File: config.mk
export PLATFORM = sky130hd
export DESIGN_NAME = vs_uart_rx
export DESIGN_NICKNAME = d
export VERILOG_FILES = /design/src/rtl/vs_uart_rx.sv
export SDC_FILE = /design/constraint.sdc
export NUM_CORES = 1
export LEC_CHECK = 0
export BUFFER_PORTS_ARGS = -buffer_cell sky130_fd_sc_hd__buf_2
export CAP_MARGIN = 15
export CORE_MARGIN = 3
export CORE_UTILIZATION = 57
export DETAILED_ROUTE_END_ITERATION = 12
export PLACE_DENSITY = 0.82
export REMOVE_ABC_BUFFERS = 1
export SYNTH_ARGS = -nofsm -noshare
export SYNTH_HDL_FRONTEND = slang
export SYNTH_SLANG_ARGS = --single-unit
File: constraint.sdc
create_clock -name CLK -period 2.4 [get_ports CLK]
set_input_delay 0.48 -clock CLK [delete_from_list [all_inputs] [get_ports CLK]]
set_output_delay 0.48 -clock CLK [all_outputs]
set_load 0.005 [all_outputs]
File: src/rtl/vs_uart_rx.sv
// ---------------------------------------------------------------------------
// vs_uart_rx -- asynchronous serial receiver with 16x oversampling.
//
// Receives one frame at a time from an idle-high serial line. The line is
// resynchronised by a 2-flop synchroniser. Each bit is sampled once, at
// oversample phase 7, which is the middle of the bit.
//
// Frame format is selected at compile time by macro VS_UART_RX_PARITY_EN:
//   defined   : 8E1. A PARITY state follows the data bits, and RX_DATA[8]
//               carries the even-parity check result.
//   undefined : 8N1. There is no PARITY state, STOP follows DATA directly,
//               and RX_DATA[8] is always 0.
//
// Parameters
//   CLK_FREQ    system clock frequency in Hz
//   BAUD        line rate in bit/s
//
// Ports
//   CLK         system clock, rising edge
//   SYS_NRST    asynchronous active-low reset
//   RXD         asynchronous serial input, idle high
//   RX_DATA_EN  one-CLK strobe; RX_DATA holds a newly completed frame
//   RX_DATA     {FRM_ERR, PAR_ERR, DATA[7:0]}; held between strobes
//   RX_BUSY     low only while the receiver is idle
// ---------------------------------------------------------------------------
module vs_uart_rx #(
  parameter int CLK_FREQ = 50000000,
  parameter int BAUD     = 115200
) (
  input  logic       CLK,
  input  logic       SYS_NRST,
  input  logic       RXD,
  output logic       RX_DATA_EN,
  output logic [9:0] RX_DATA,
  output logic       RX_BUSY
);

  // Clocks per oversample tick. The value is clamped to at least 1 so that
  // very low CLK_FREQ/BAUD ratios still elaborate.
  localparam int DIV_RAW = CLK_FREQ / (BAUD * 16);
  localparam int DIV     = (DIV_RAW < 1) ? 1 : DIV_RAW;
  localparam int DIV_W   = (DIV > 1) ? $clog2(DIV) : 1;
  localparam logic [DIV_W-1:0] DIV_MAX = DIV_W'(DIV - 1);

`ifdef VS_UART_RX_PARITY_EN
  typedef enum logic [2:0] {
    S_IDLE, S_START, S_DATA, S_PARITY, S_STOP, S_WAIT_HI
  } state_t;
`else
  typedef enum logic [2:0] {
    S_IDLE, S_START, S_DATA, S_STOP, S_WAIT_HI
  } state_t;
`endif

  logic             r_sync1;
  logic             r_sync2;
  logic             w_rxs;

  state_t           r_state;
  logic [DIV_W-1:0] r_div;
  logic [3:0]       r_phase;
  logic [2:0]       r_bitcnt;
  logic [7:0]       r_shift;
  logic             r_strobe;
  logic [9:0]       r_data;
  logic             r_busy;
  logic             w_tick;
  logic             w_sample;
  logic             w_par_err;

`ifdef VS_UART_RX_PARITY_EN
  logic             r_par_err;
  assign w_par_err = r_par_err;
`else
  assign w_par_err = 1'b0;
`endif

  // Synchroniser: resets to the idle-line level, so that a reset does not
  // look like a start edge.
  always_ff @(posedge CLK or negedge SYS_NRST) begin
    if (!SYS_NRST) begin
      r_sync1 <= 1'b1;
      r_sync2 <= 1'b1;
    end else begin
      r_sync1 <= RXD;
      r_sync2 <= r_sync1;
    end
  end

  assign w_rxs = r_sync2;

  // The divider is held at 0 while idle. It therefore restarts from 0 on the
  // clock that leaves IDLE, and the first tick comes DIV clocks later.
  assign w_tick   = (r_state != S_IDLE) && (r_div == DIV_MAX);
  assign w_sample = w_tick && (r_phase == 4'd7);

  // Receiver FSM. Counters, the shift register and all outputs are in this
  // one registered block.
  always_ff @(posedge CLK or negedge SYS_NRST) begin
    if (!SYS_NRST) begin
      r_state   <= S_IDLE;
      r_div     <= '0;
      r_phase   <= 4'd0;
      r_bitcnt  <= 3'd0;
      r_shift   <= 8'h00;
      r_strobe  <= 1'b0;
      r_data    <= 10'h000;
      r_busy    <= 1'b0;
`ifdef VS_UART_RX_PARITY_EN
      r_par_err <= 1'b0;
`endif
    end else begin
      r_strobe <= 1'b0;

      if ((r_state == S_IDLE) || w_tick) begin
        r_div <= '0;
      end else begin
        r_div <= r_div + DIV_W'(1);
      end

      // The phase wraps modulo 16. After the start-bit check at phase 7,
      // every later sample therefore falls exactly 16 ticks after the last.
      if (w_tick) begin
        r_phase <= r_phase + 4'd1;
      end

      case (r_state)
        S_IDLE: begin
          if (!w_rxs) begin
            r_state  <= S_START;
            r_phase  <= 4'd0;
            r_bitcnt <= 3'd0;
            r_busy   <= 1'b1;
          end
        end

        S_START: begin
          if (w_sample) begin
            if (w_rxs) begin
              // Line went back high before mid start bit: treat it as a
              // glitch and drop it without a strobe.
              r_state <= S_IDLE;
              r_busy  <= 1'b0;
            end else begin
              r_state <= S_DATA;
            end
          end
        end

        S_DATA: begin
          if (w_sample) begin
            r_shift  <= {w_rxs, r_shift[7:1]};
            r_bitcnt <= r_bitcnt + 3'd1;
            if (r_bitcnt == 3'd7) begin
`ifdef VS_UART_RX_PARITY_EN
              r_state <= S_PARITY;
`else
              r_state <= S_STOP;
`endif
            end
          end
        end

`ifdef VS_UART_RX_PARITY_EN
        S_PARITY: begin
          if (w_sample) begin
            // Even parity: the XOR of the data bits and the parity bit
            // must be zero.
            r_par_err <= w_rxs ^ (^r_shift);
            r_state   <= S_STOP;
          end
        end
`endif

        S_STOP: begin
          if (w_sample) begin
            // Every completed frame is reported, including errored ones.
            r_data   <= {~w_rxs, w_par_err, r_shift};
            r_strobe <= 1'b1;
            if (w_rxs) begin
              r_state <= S_IDLE;
              r_busy  <= 1'b0;
            end else begin
              r_state <= S_WAIT_HI;
            end
          end
        end

        S_WAIT_HI: begin
          // A low stop bit may be a break. Wait for the line to go high
          // again, so that the low level is not taken as a new start bit.
          if (w_rxs) begin
            r_state <= S_IDLE;
            r_busy  <= 1'b0;
          end
        end

        default: begin
          r_state <= S_IDLE;
          r_busy  <= 1'b0;
        end
      endcase
    end
  end

  assign RX_DATA_EN = r_strobe;
  assign RX_DATA    = r_data;
  assign RX_BUSY    = r_busy;

endmodule

# Word level (Yosys, flattened, before mapping)
# Cells that the tools add are included.
[totals]
reg_bits = 36
inputBits = 3
out_inout_bits = 12
wordCells = 63
[classes]
addsub = 3
n_eq_ne = 14
n_mux = 22
n_bitwise = 2
n_reduce_logical = 12
[ops]
columns = ["operator", "n"]
rows = [
  ["3-bit two-way mux", 9],
  ["3-bit case mux with 5 select lines", 1],
  ["4-bit two-way mux", 3],
  ["2-bit inequality test (second input constant)", 6],
  ["3-bit by 2-bit equality test with 1-bit output (second input constant)", 2],
  ["3-bit equality test (second input constant)", 2],
  ["3-bit case mux with 2 select lines", 1],
  ["3-bit AND reduction", 2],
  ["6-bit AND reduction", 1],
  ["5-bit by 1-bit adder with 5-bit output (second input constant)", 1],
  ["5-bit equality test (second input constant)", 1],
  ["1-bit two-way mux", 5],
  ["5-bit two-way mux", 1],
  ["4-bit by 1-bit adder with 4-bit output (second input constant)", 1],
  ["4-bit by 3-bit equality test with 1-bit output (second input constant)", 1],
  ["1-bit case mux with 4 select lines", 1],
  ["2-bit AND reduction", 2],
  ["3-bit by 1-bit adder with 3-bit output (second input constant)", 1],
  ["3-bit by 1-bit equality test with 1-bit output (second input constant)", 1],
  ["3-bit zero test", 1],
  ["3-bit nonzero test", 1],
  ["1-bit logical AND", 2],
  ["2-bit two-way mux", 1],
  ["2-bit by 1-bit inequality test with 1-bit output (second input constant)", 1],
  ["other kinds (4)", 5],
]

# Longest topological paths before layout
[depth]
ltp_word = 5
mapped_depth = 6
depth_no_buf = 5

# Worst setup path after synthesis
# No wires, ideal clock.
[synth_timing]
path_kind = "reg-to-reg"
startpoint = "reg r_div[0]"
endpoint = "reg r_shift[0]"
setup_ns = 0.125
arrival_ns = 1.683
t_required_ns = 2.275
path_slack_ns = 0.593
path_stages_with_launch = 6
n_path_buf = 0
period_less_slack_ns = 1.807
path_cell_list = "dfrtp_1 > inv_1 > ha_1 > nand4b_4 > nor4_4 > mux2_2"
[synth_via]
elab_chain_cells = 4
[synth_rtl]
columns = ["item", "line_no", "rtl"]
rows = [
  ["from (decl)", "60", "logic [DIV_W-1:0] r_div;"],
  ["from (signal assigned)", "118", "r_div <= r_div + DIV_W'(1);"],
  ["5-bit equality test", "94", "assign w_tick = (r_state != S_IDLE) && (r_div == DIV_MAX);"],
  ["1-bit logical AND", "94", ""],
  ["1-bit logical AND", "95", "assign w_sample = w_tick && (r_phase == 4'd7);"],
  ["2-bit AND reduction (no source line)", "--", ""],
  ["to (signal assigned)", "152", "r_shift <= {w_rxs, r_shift[7:1]};"],
  ["to (decl)", "63", "logic [7:0] r_shift;"],
]
# Every way passes these cells.
# A chain may end at the register's enable or synchronous reset.

# Worst setup path after layout
[layout_timing]
startpoint = "reg r_div[0]"
endpoint = "reg r_shift[3]"
# The elaborated chain is that of the path after synthesis.

==> out/results.txt <==
TritonCTS Buffers = 5
TritonCTS clock tree = yes
total die area = 0.00351 sq mm
die height = 59.2 um
EDFF count, synth = 0
First-pass DRT Iterations = 4
Slew Limit Fails = 0
Setup TNS = 0 ns
Multi-input gate area = 664 sq um
pwr/cell area = 547 mW/mm^2
Avg Synthesized Cell Area = 12.3 sq um
WP data arrival = 2.25 ns
Achievable Freq = 496 MHz
register area = 903 sq um
final setup vio count = 0
vias in the first global route = 1060
Area Overhead vs Synth = 8.91%
max incr delay on CP = 0.45 ns
synth cell count leaders = dfrtp_1 (34), mux2_2 (16), nor2_1 (10)
Seq/Total Area, Yosys = 0.559
vias after detailed routing = 1023
first-pass GRT wire length = 4750 um
gpl congestion = 0.794
Pwr Total = 0.963 mW
Syn Std Cell Area = 0.00162 sq mm
worst endpoint required time = 2.64 ns
Yosys top cell by area = dfrtp_1
Post-CTS Hold Fix Bufs = 0
Worst Clk Skew = 0.0113 ns
Synth top area share = 0.527
crit-path max FO = 11
delay-heaviest family, CP = simple AND/OR/NAND/NOR gates
setup ws final = 0.385 ns
Period Utilization, post-route = 0.839
deepest clock path buffer count = 2
Slew HR = 0.499
reg-to-reg slack, setup = 0.39 ns
Area after DPL = 0.00170 sq mm
largest net degree at the start of global routing = 37
CTS resizes = 0
unique cell type count in the Yosys netlist = 34
crit-path cells = inv_1, ha_1, nand4b_4, nor4_4, buf_4, mux2_2
Syn. warnings = 0
Hold Fails Final Rpt = 0
Final Net Count = 154
Cells after Synth = 131
DRC errors left = 0
most common cell in the netlist = dfrtp_1
GRT overflow = 0
Root Driver = clkbuf_4
VDD IR-drop max = 0.000423 V
fill count = 177
share of post-route cells with drive strength above 1 = 0.293
Yosys reg bits = 36
CP Buf/Inv Count = 2
# rows = 18
Initial DRC Count = 26
Core ar. = 0.00259 sq mm
clk sinks = 36
DR vias/cell = 5.78
fin area = 0.00176 sq mm
pre-CTS setup slack = 0.391 ns
Main synth FF type = dfrtp_1
post-route ant nets = 0
ys async rst share = 1.00
Worst Setup End Kind = flop
worst-case reg-to-reg path depth = 6
Maximum Capacitance Violations = 0
total track usage = 0.188
initial antenna violation count = 0
io pins = 15
RSZ-0062 raised after global routing = false
clock transition at the registers of the reported paths = 0.11 ns
DP Wirelength = 1870 um
clk_lat worst skew = 0.35 ns
Area contributors post-synth = dfrtp_1 (53%), mux2_2 (11%), ha_1 (3.9%), dfstp_2 (3.3%), mux2i_1 (2.5%)
Leakage = 0.918 nW
# port buffers = 13
RR Endpoint = r_shift[3]
WS Path Type = reg2reg
Initial Util = 0.624
reg2reg start = r_div[0]
Die X-Extent = 59.2 um
status = finished, final reports clean
worst hold-check path type = in2async
slowest CP cell = nor4_4
actual slew at the worst max-slew pin = 0.751 ns
Setup Fix Bufs, Post-CTS = 0
Post-Route WL = 2690 um
H-Tree Depth = 2
WL per Instance = 15.2 um
nature of the critical path startpoint = flop
number of diodes = 0
Tmin final = 2.01 ns
-- through the flow --
step / utilization / cells / hold slack, ns
after floorplan: - / 125 / 0.184
after global placement: 0.655 / 169 / 0.348
after detailed placement: 0.655 / 169 / 0.352
after CTS: 0.679 / 177 / 0.208
after global routing: 0.679 / 177 / 0.196
final: 0.679 / 177 / 0.187
-- state kept, by name (all words and copies together), names as in the netlist --
signal and count:
RX_DATA_EN 1, r_state 3, r_shift 8, r_sync2 1, r_div 5, RX_DATA 9, r_phase 4, RX_BUSY 1
r_bitcnt 3, r_sync1 1
-- per-layer routing --
| layer | routed length, um | track usage |
|---|---|---|
| met5 | 0 | 0 |
| met4 | 90 | 0.123 |
| met3 | 92 | 0.0458 |
| met2 | 1270 | 0.281 |
| met1 | 1230 | 0.241 |
-- worst max path at each step --
stage	start	end	slack (ns)	cells past startpoint
after floorplan	r_div[0]	r_shift[0]	0.52	5
after global placement	r_div[0]	r_shift[0]	0.46	6
after CTS	r_div[0]	r_shift[3]	0.37	6
final	r_div[0]	r_shift[3]	0.39	6
after detailed placement	r_div[0]	r_shift[3]	0.39	6
after global routing	r_div[0]	r_shift[0]	0.28	6
-- placed cells by master, fill, tap and decap left out, drive strengths merged, types with 3 or more instances in the layout --
cell type / Yosys / final
a21oi: 6 / 6
mux2: 16 / 16
inv: 5 / 5
ha: 5 / 5
dfrtp: 34 / 34
or3: 3 / 3
clkbuf: 3 / 7
nor2: 10 / 10
mux2i: 4 / 4
nand3: 7 / 7
o21ai: 4 / 4
nand2: 6 / 6
buf: 3 / 14
-- layout make-up --
class | instances | share of cell area
inverter | 5 | 0.0107
clock buffer | 7 | 0.0313
sequential | 36 | 0.514
timing repair buffer | 14 | 0.0413
multi-input combinational | 84 | 0.378
tap | 30 | 0.0213
clock inverter | 1 | 0.00427
-- where the power goes --
| part | internal (mW) | switching [mW] | leakage, nW |
|---|---|---|---|
| Clock | 0.143 | 0.195 | 0.0315 |
| Sequential | 0.609 | 0.00205 | 0.466 |
| Combinational | 0.00135 | 0.0117 | 0.420 |
-- kinds of logic after synthesis --
group           synth area share
simple gates               0.167
flops                      0.559
mux                        0.136
compound gates            0.0449
buf+inv                   0.0294
fa+ha+maj                 0.0449
xor+xnor                  0.0163
other cells              0.00232
Power figures use the tool's default switching activity.
